[config.mk]
export PLATFORM = sky130hd
export DESIGN_NAME = m_fetch_flat
export DESIGN_NICKNAME = d
export VERILOG_FILES = /design/src/rtl/m_isa_pkg.sv /design/src/rtl/m_fetch_if.sv /design/src/rtl/m_instr_mem.sv /design/src/rtl/m_fetch.sv /design/src/flat_wrapper.sv
export SDC_FILE = /design/constraint.sdc
export NUM_CORES = 1
export LEC_CHECK = 0
export ABC_AREA = 1
export CAP_MARGIN = 20
export CORE_AREA = 2 2 251 253
export CTS_CLUSTER_SIZE = 10
export DETAILED_ROUTE_END_ITERATION = 6
export DIE_AREA = 0 0 253 255
export GPL_TIMING_DRIVEN = 0
export RECOVER_POWER = 50
export SETUP_SLACK_MARGIN = 0.2
export SKIP_CTS_REPAIR_TIMING = 1
export SLEW_MARGIN = 25
export SYNTH_ARGS = -nofsm -noshare
export SYNTH_HDL_FRONTEND = slang
export SYNTH_SLANG_ARGS = --single-unit
[constraint.sdc]
create_clock -name clk -period 2.7 [get_ports clk]
set_input_delay 0.54 -clock clk [delete_from_list [all_inputs] [get_ports clk]]
set_output_delay 0.54 -clock clk [all_outputs]
set_load 0.02 [all_outputs]
[src/rtl/m_isa_pkg.sv]
// Shared ISA definitions for m_fetch / m_control: instruction width, field
// positions, halt sentinel and fetch sequencer states.
package m_isa_pkg;

   localparam int unsigned INSTR_W  = 20;

   localparam int unsigned MC_MSB   = 19;
   localparam int unsigned MC_LSB   = 18;
   localparam int unsigned OPA_MSB  = 17;
   localparam int unsigned OPA_LSB  = 13;
   localparam int unsigned ALUC_MSB = 12;
   localparam int unsigned ALUC_LSB = 10;
   localparam int unsigned OPB_MSB  = 9;
   localparam int unsigned OPB_LSB  = 5;
   localparam int unsigned MEMB_MSB = 4;
   localparam int unsigned MEMB_LSB = 0;

   localparam logic [INSTR_W-1:0] HALT_WORD = 20'hFFFFF;

   // HOLD is only reachable when single-step gating is compiled in
   typedef enum logic [2:0] {
      IDLE,
      FETCH,
      ISSUE,
      HALT,
      HOLD
   } fetch_state_e;

   function automatic logic is_halt(input logic [INSTR_W-1:0] w);
      return w == HALT_WORD;
   endfunction

endpackage

[src/rtl/m_fetch_if.sv]
// Instruction handshake between m_fetch (master) and m_control (slave).
interface m_fetch_if;
   import m_isa_pkg::*;

   logic [INSTR_W-1:0] instruccion;
   logic               instr_valid;
   logic               instr_ready;

   modport master (output instruccion, output instr_valid, input  instr_ready);
   modport slave  (input  instruccion, input  instr_valid, output instr_ready);

endinterface

[src/rtl/m_instr_mem.sv]
// DEPTH x W instruction memory: one write port, one registered read port,
// no reset. A write to the address being read returns the new data.
module m_instr_mem #(
   parameter int unsigned DEPTH = 32,
   parameter int unsigned AW    = 5,
   parameter int unsigned W     = 20
) (
   input  logic          clk,
   input  logic          we_i,
   input  logic [AW-1:0] waddr_i,
   input  logic [W-1:0]  wdata_i,
   input  logic [AW-1:0] raddr_i,
   output logic [W-1:0]  rdata_o
);

   logic [W-1:0] mem_q [DEPTH];
   logic [W-1:0] rdata_q;

   always_ff @(posedge clk) begin
      if (we_i) begin
         mem_q[waddr_i] <= wdata_i;
      end
      if (we_i && (waddr_i == raddr_i)) begin
         rdata_q <= wdata_i;
      end else begin
         rdata_q <= mem_q[raddr_i];
      end
   end

   assign rdata_o = rdata_q;

endmodule

[src/rtl/m_fetch.sv]
// Instruction fetch sequencer feeding m_control over m_fetch_if.
// Optional `FETCH_SINGLE_STEP_EN adds a `step` input gating every entry to FETCH.
module m_fetch
   import m_isa_pkg::*;
#(
   parameter int unsigned          DEPTH     = 32,
   parameter int unsigned          AW        = 5,
   parameter logic [INSTR_W-1:0]   HALT_WORD = m_isa_pkg::HALT_WORD
) (
   input  logic               clk,
   input  logic               rst,
   input  logic               start,
   input  logic               prog_we,
   input  logic [AW-1:0]      prog_addr,
   input  logic [INSTR_W-1:0] prog_data,
   m_fetch_if.master          bus,
`ifdef FETCH_SINGLE_STEP_EN
   input  logic               step,
`endif
   output logic [AW-1:0]      pc,
   output logic               busy,
   output logic               halted
);

   fetch_state_e       state_q, state_d;
   logic [AW-1:0]      pc_q, pc_d;
   logic [INSTR_W-1:0] instr_q, instr_d;
   logic               valid_q, valid_d;
   logic               mem_we;
   logic [INSTR_W-1:0] rd_data;
   logic               go;

`ifdef FETCH_SINGLE_STEP_EN
   assign go = step;
`else
   assign go = 1'b1;
`endif

   // Read address is the next pc, so the word is already registered during FETCH
   m_instr_mem #(
      .DEPTH (DEPTH),
      .AW    (AW),
      .W     (INSTR_W)
   ) u_mem (
      .clk     (clk),
      .we_i    (mem_we),
      .waddr_i (prog_addr),
      .wdata_i (prog_data),
      .raddr_i (pc_d),
      .rdata_o (rd_data)
   );

   always_ff @(posedge clk or posedge rst) begin
      if (rst) begin
         state_q <= IDLE;
         pc_q    <= '0;
         instr_q <= '0;
         valid_q <= 1'b0;
      end else begin
         state_q <= state_d;
         pc_q    <= pc_d;
         instr_q <= instr_d;
         valid_q <= valid_d;
      end
   end

   always_comb begin
      state_d = state_q;
      pc_d    = pc_q;
      instr_d = instr_q;
      valid_d = valid_q;
      mem_we  = 1'b0;

      unique case (state_q)
         IDLE, HALT: begin
            mem_we = prog_we;
            if (start) begin
               pc_d    = '0;
               state_d = go ? FETCH : HOLD;
            end
         end
         HOLD: begin
            if (go) begin
               state_d = FETCH;
            end
         end
         FETCH: begin
            if (rd_data == HALT_WORD) begin
               state_d = HALT;
            end else begin
               instr_d = rd_data;
               valid_d = 1'b1;
               state_d = ISSUE;
            end
         end
         ISSUE: begin
            if (valid_q && bus.instr_ready) begin
               valid_d = 1'b0;
               if (pc_q == AW'(DEPTH - 1)) begin
                  state_d = HALT;
               end else begin
                  pc_d    = pc_q + 1'b1;
                  state_d = go ? FETCH : HOLD;
               end
            end
         end
         default: begin
            state_d = IDLE;
            valid_d = 1'b0;
         end
      endcase
   end

   assign bus.instruccion = instr_q;
   assign bus.instr_valid = valid_q;
   assign pc              = pc_q;
   assign busy            = (state_q == FETCH) || (state_q == ISSUE) || (state_q == HOLD);
   assign halted          = (state_q == HALT);

endmodule

[src/flat_wrapper.sv]
// flat-port wrapper written by rule: the top's interface ports become plain ports
module m_fetch_flat import m_isa_pkg::*;
#(
   parameter int unsigned          DEPTH     = 32,
   parameter int unsigned          AW        = 5,
   parameter logic [INSTR_W-1:0]   HALT_WORD = m_isa_pkg::HALT_WORD
)
  (clk, rst, start, prog_we, prog_addr, prog_data, pc, busy, halted, bus_instruccion, bus_instr_valid, bus_instr_ready);
  m_fetch_if bus_i ();
  input  logic clk;
  input  logic rst;
  input  logic start;
  input  logic prog_we;
  input  logic [AW-1:0] prog_addr;
  input  logic [INSTR_W-1:0] prog_data;
  output logic [AW-1:0] pc;
  output logic busy;
  output logic halted;
  output wire logic [$bits(bus_i.instruccion)-1:0] bus_instruccion;
  output wire logic [$bits(bus_i.instr_valid)-1:0] bus_instr_valid;
  input wire logic [$bits(bus_i.instr_ready)-1:0] bus_instr_ready;
  assign bus_instruccion = bus_i.instruccion;
  assign bus_instr_valid = bus_i.instr_valid;
  assign bus_i.instr_ready = bus_instr_ready;
  m_fetch #(.DEPTH(DEPTH), .AW(AW), .HALT_WORD(HALT_WORD)) u_core (.clk(clk), .rst(rst), .start(start), .prog_we(prog_we), .prog_addr(prog_addr), .prog_data(prog_data), .bus(bus_i), .pc(pc), .busy(busy), .halted(halted));
endmodule
==> out/qor.yml <==
outcome: "finished, violations left"
violations: "DRC, capacitance limit, slew limit"
clock-sinks: 673
path_class: "register to register"
cts_tree: "done"
ys_ff_latch: 673
cts_buffers: 78
max_stage_delay_ns: 0.32
power.leakage_nw: 13.0
synth_compound_area_share_pct: 0.746
path_cells: "buf_12 > clkinv_16 > buf_16 > clkbuf_16 > buf_12 > nand2_1 > nand3_2 > nand3_1 > nand2_2 > nand2_2 > nand3_2 > nand2_4 > nor2_2 > nand3_2 > nor2_4 > nand3_4 > nand2_4 > buf_6 > nand2_2 > nand2_1"
rows: 92
synth_edf_count: 640
critPathLaunchType: "register"
grt_pass1_vias: 18900
dpl.hpwl_um: 60600
port_buffers: 57
die_y_um: 255
drt_iter0_markers: 3067
setup_violations: 0
synth_top_family_by_area: "simple AND/OR/NAND/NOR gates"
cp_data_required_time_ns: 3.26
dieArea_mm2: 0.0645
synthCells: 2382
rsz0062_at_grt: "true"
syn_area_mm2: 0.0275
num_vias: 20700
place.gp.congestion: 0.868
cpMaxStageDelayCell: "dfxtp_2"
maxCapViolCount: 7
cp_num_buf_inv: 6
die_w_um: 253
synthSimpleGateAreaFrac_pct: 22.8
path_max_fanout: 7
path_depth: 20
min_path_cells: 2
finalCritPeriodShare_pct: 98.5
drcViolationCount: 1
finalPower_w: 0.0350
end_kind: "register"
antenna-diode-count: 0
nNetsFinal: 2684
yosysTopAreaCell: "edfxtp_1"
final_cell_mix: "nand2_1 (843), edfxtp_1 (640), nand3_1 (436), clkbuf_16 (100), nand2_2 (73)"
grt.total_usage_pct: 28.8
grt_max_degree: 33
routedWlPerCell_um: 28.2
ys_async_sr_fraction_pct: 4.16
worstSkewPairLatency_ns: 0.63
powerDensity_mw_per_mm2: 994
drive_gt1_share_pct: 21.0
hold_viol: 0
synthTopCellsByArea: "edfxtp_1 (70%), nand2_1 (13%), nand3_1 (9.2%), dfrtp_1 (2.5%), buf_2 (1.2%)"
ys_warn_count: 0
first_pass_iters: 7
irDropWorstVdd_mv: 0.500
synthAdderAreaFrac_pct: 0.182
worst_slew_pin_slew_ns: 1.75
core_area_mm2: 0.0622
antenna_left: 0
critPathTopFamily: "simple AND/OR/NAND/NOR gates"
synth_top_area_share_pct: 69.9
synthToLayoutAreaGrowth_pct: 28.0
max_slew_margin_pct: -16.9
slew_viol_final: 230
drt-vias-per-instance: 5.96
synth_xor_area_share_pct: 0.0318
final_common_cell: "nand2_1"
synthMuxAreaShare_pct: 0
ioPinCount: 58
hold_start: "u_core.bus.instruccion[5]$_DFFE_PP0P_"
totalWireLength_um: 98300
syn-num-nets: 2416
overflow: 0
antenna_found_initial: 0
htreeDepth: 3
path_clk_slew_ns: 0.06
yosys_most_used_dff: "edfxtp_1"
synth_cell_types: 29
synth.avg_cell_area_um2: 11.5
fin_skew_ns: 0.0265
hp-class: "register to register"
grt_pass1_wl_um: 131000
cts-root-buf: "clkbuf_16"
fill_cells: 4913
cts_max_path_buffers: 3
r2r_cells: 20
fin_util_pct: 56.6
max_clock_freq_ghz: 0.376
ys_seq_area_share_pct: 72.8
start_util_pct: 44.2
min_period_ns: 2.66
critPathArrivalTime_ns: 3.22
-- synthesized netlist by cell type (3+ instances only) --
master / instances
a21oi_1: 11
buf_1: 15
buf_2: 66
buf_4: 27
buf_6: 14
clkbuf_1: 17
dfrtp_1: 28
dfxtp_1: 5
edfxtp_1: 640
ha_1: 4
inv_1: 25
inv_2: 3
nand2_1: 931
nand3_1: 506
nand3b_1: 5
nor2_1: 48
o211ai_1: 3
o21ai_0: 16
o21ai_1: 8
-- layout make-up --
type                    instances  area (um2)  area share (%)
multi-input cells            1539        7520            21.4
clock inverters                 8        56.3           0.160
inverters                      30         148           0.419
flip-flops and latches        673       20000            56.9
repair buffers                188        2770            7.87
well taps                     799        1000            2.84
plain buffers                 140        1630            4.62
clock buffers                 102        2060            5.86
-- metal layers --
layer | global-route usage [%] | wire length [um] | vias to the layer above
li1 | - | - | 8832
met3 | 4.97 | 10900 | 308
met2 | 46.9 | 46100 | 1388
met5 | 0 | 0 | -
met4 | 13.5 | 5270 | 0
met1 | 37.8 | 35900 | 10200
-- power breakdown --
part           internal (W)  switching, W  leakage (nW)
combinational       0.00515       0.00851          5.86
clock               0.00529       0.00401          1.03
sequential           0.0118      0.000206          6.15
-- stage by stage --
step | setup WS [ns] | TNS [ns] | hold slack (ns) | cell area (um2) | instances
finish | 0.0393 | 0 | 0.473 | 35200 | 3479
global placement | -2.07 | -1143.34 | 0.459 | 29100 | 3238
floorplan | 0.370 | 0 | 0.540 | 27500 | 2382
global route | -0.0701 | -0.720 | 0.498 | 35200 | 3479
CTS | -0.680 | -108.68 | 0.470 | 32400 | 3389
detailed placement | -0.648 | -242.42 | 0.458 | 30300 | 3279
-- worst paths after layout --
| path | endpoint | slack [ns] |
|---|---|---|
| setup / recovery | u_core.bus.instruccion[3]$_DFFE_PP0P_ | 0.04 |
| hold / removal | u_core.bus.instruccion[5]$_DFFE_PP0P_ | 0.47 |
| setup reg to reg | u_core.bus.instruccion[3]$_DFFE_PP0P_ | 0.04 |
| hold reg to reg | u_core.bus.instruccion[5]$_DFFE_PP0P_ | 0.47 |
| max in group asynchronous | u_core.pc[4]$_DFF_PP0_ | 1.34 |
| min in group asynchronous | u_core.bus.instruccion[6]$_DFFE_PP0P_ | 0.65 |
-- registers in the layout (all words and copies together), names as in the netlist, named ones only --
signal	flops
u_core.bus.instruccion	20
u_core.bus.instr_valid	1
u_core.state_q	2
u_core.pc	5
u_core.u_mem.mem_q	640
-- kinds of logic after synthesis --
family                     count (synthesis)
buffers and inverters                    170
DFF                                      673
adders and majority gates                  4
xor gates and xnor gates                   1
and+or+nand+nor                         1495
AOI/OAI and AO/OA                         39
-- worst min-delay path: stages, from the launching register on --
cell,delay (ns)
dfrtp_1,0.34
nand2_1,0.05
nand2_1,0.05
Note: power is estimated with default switching activity, not from simulation.
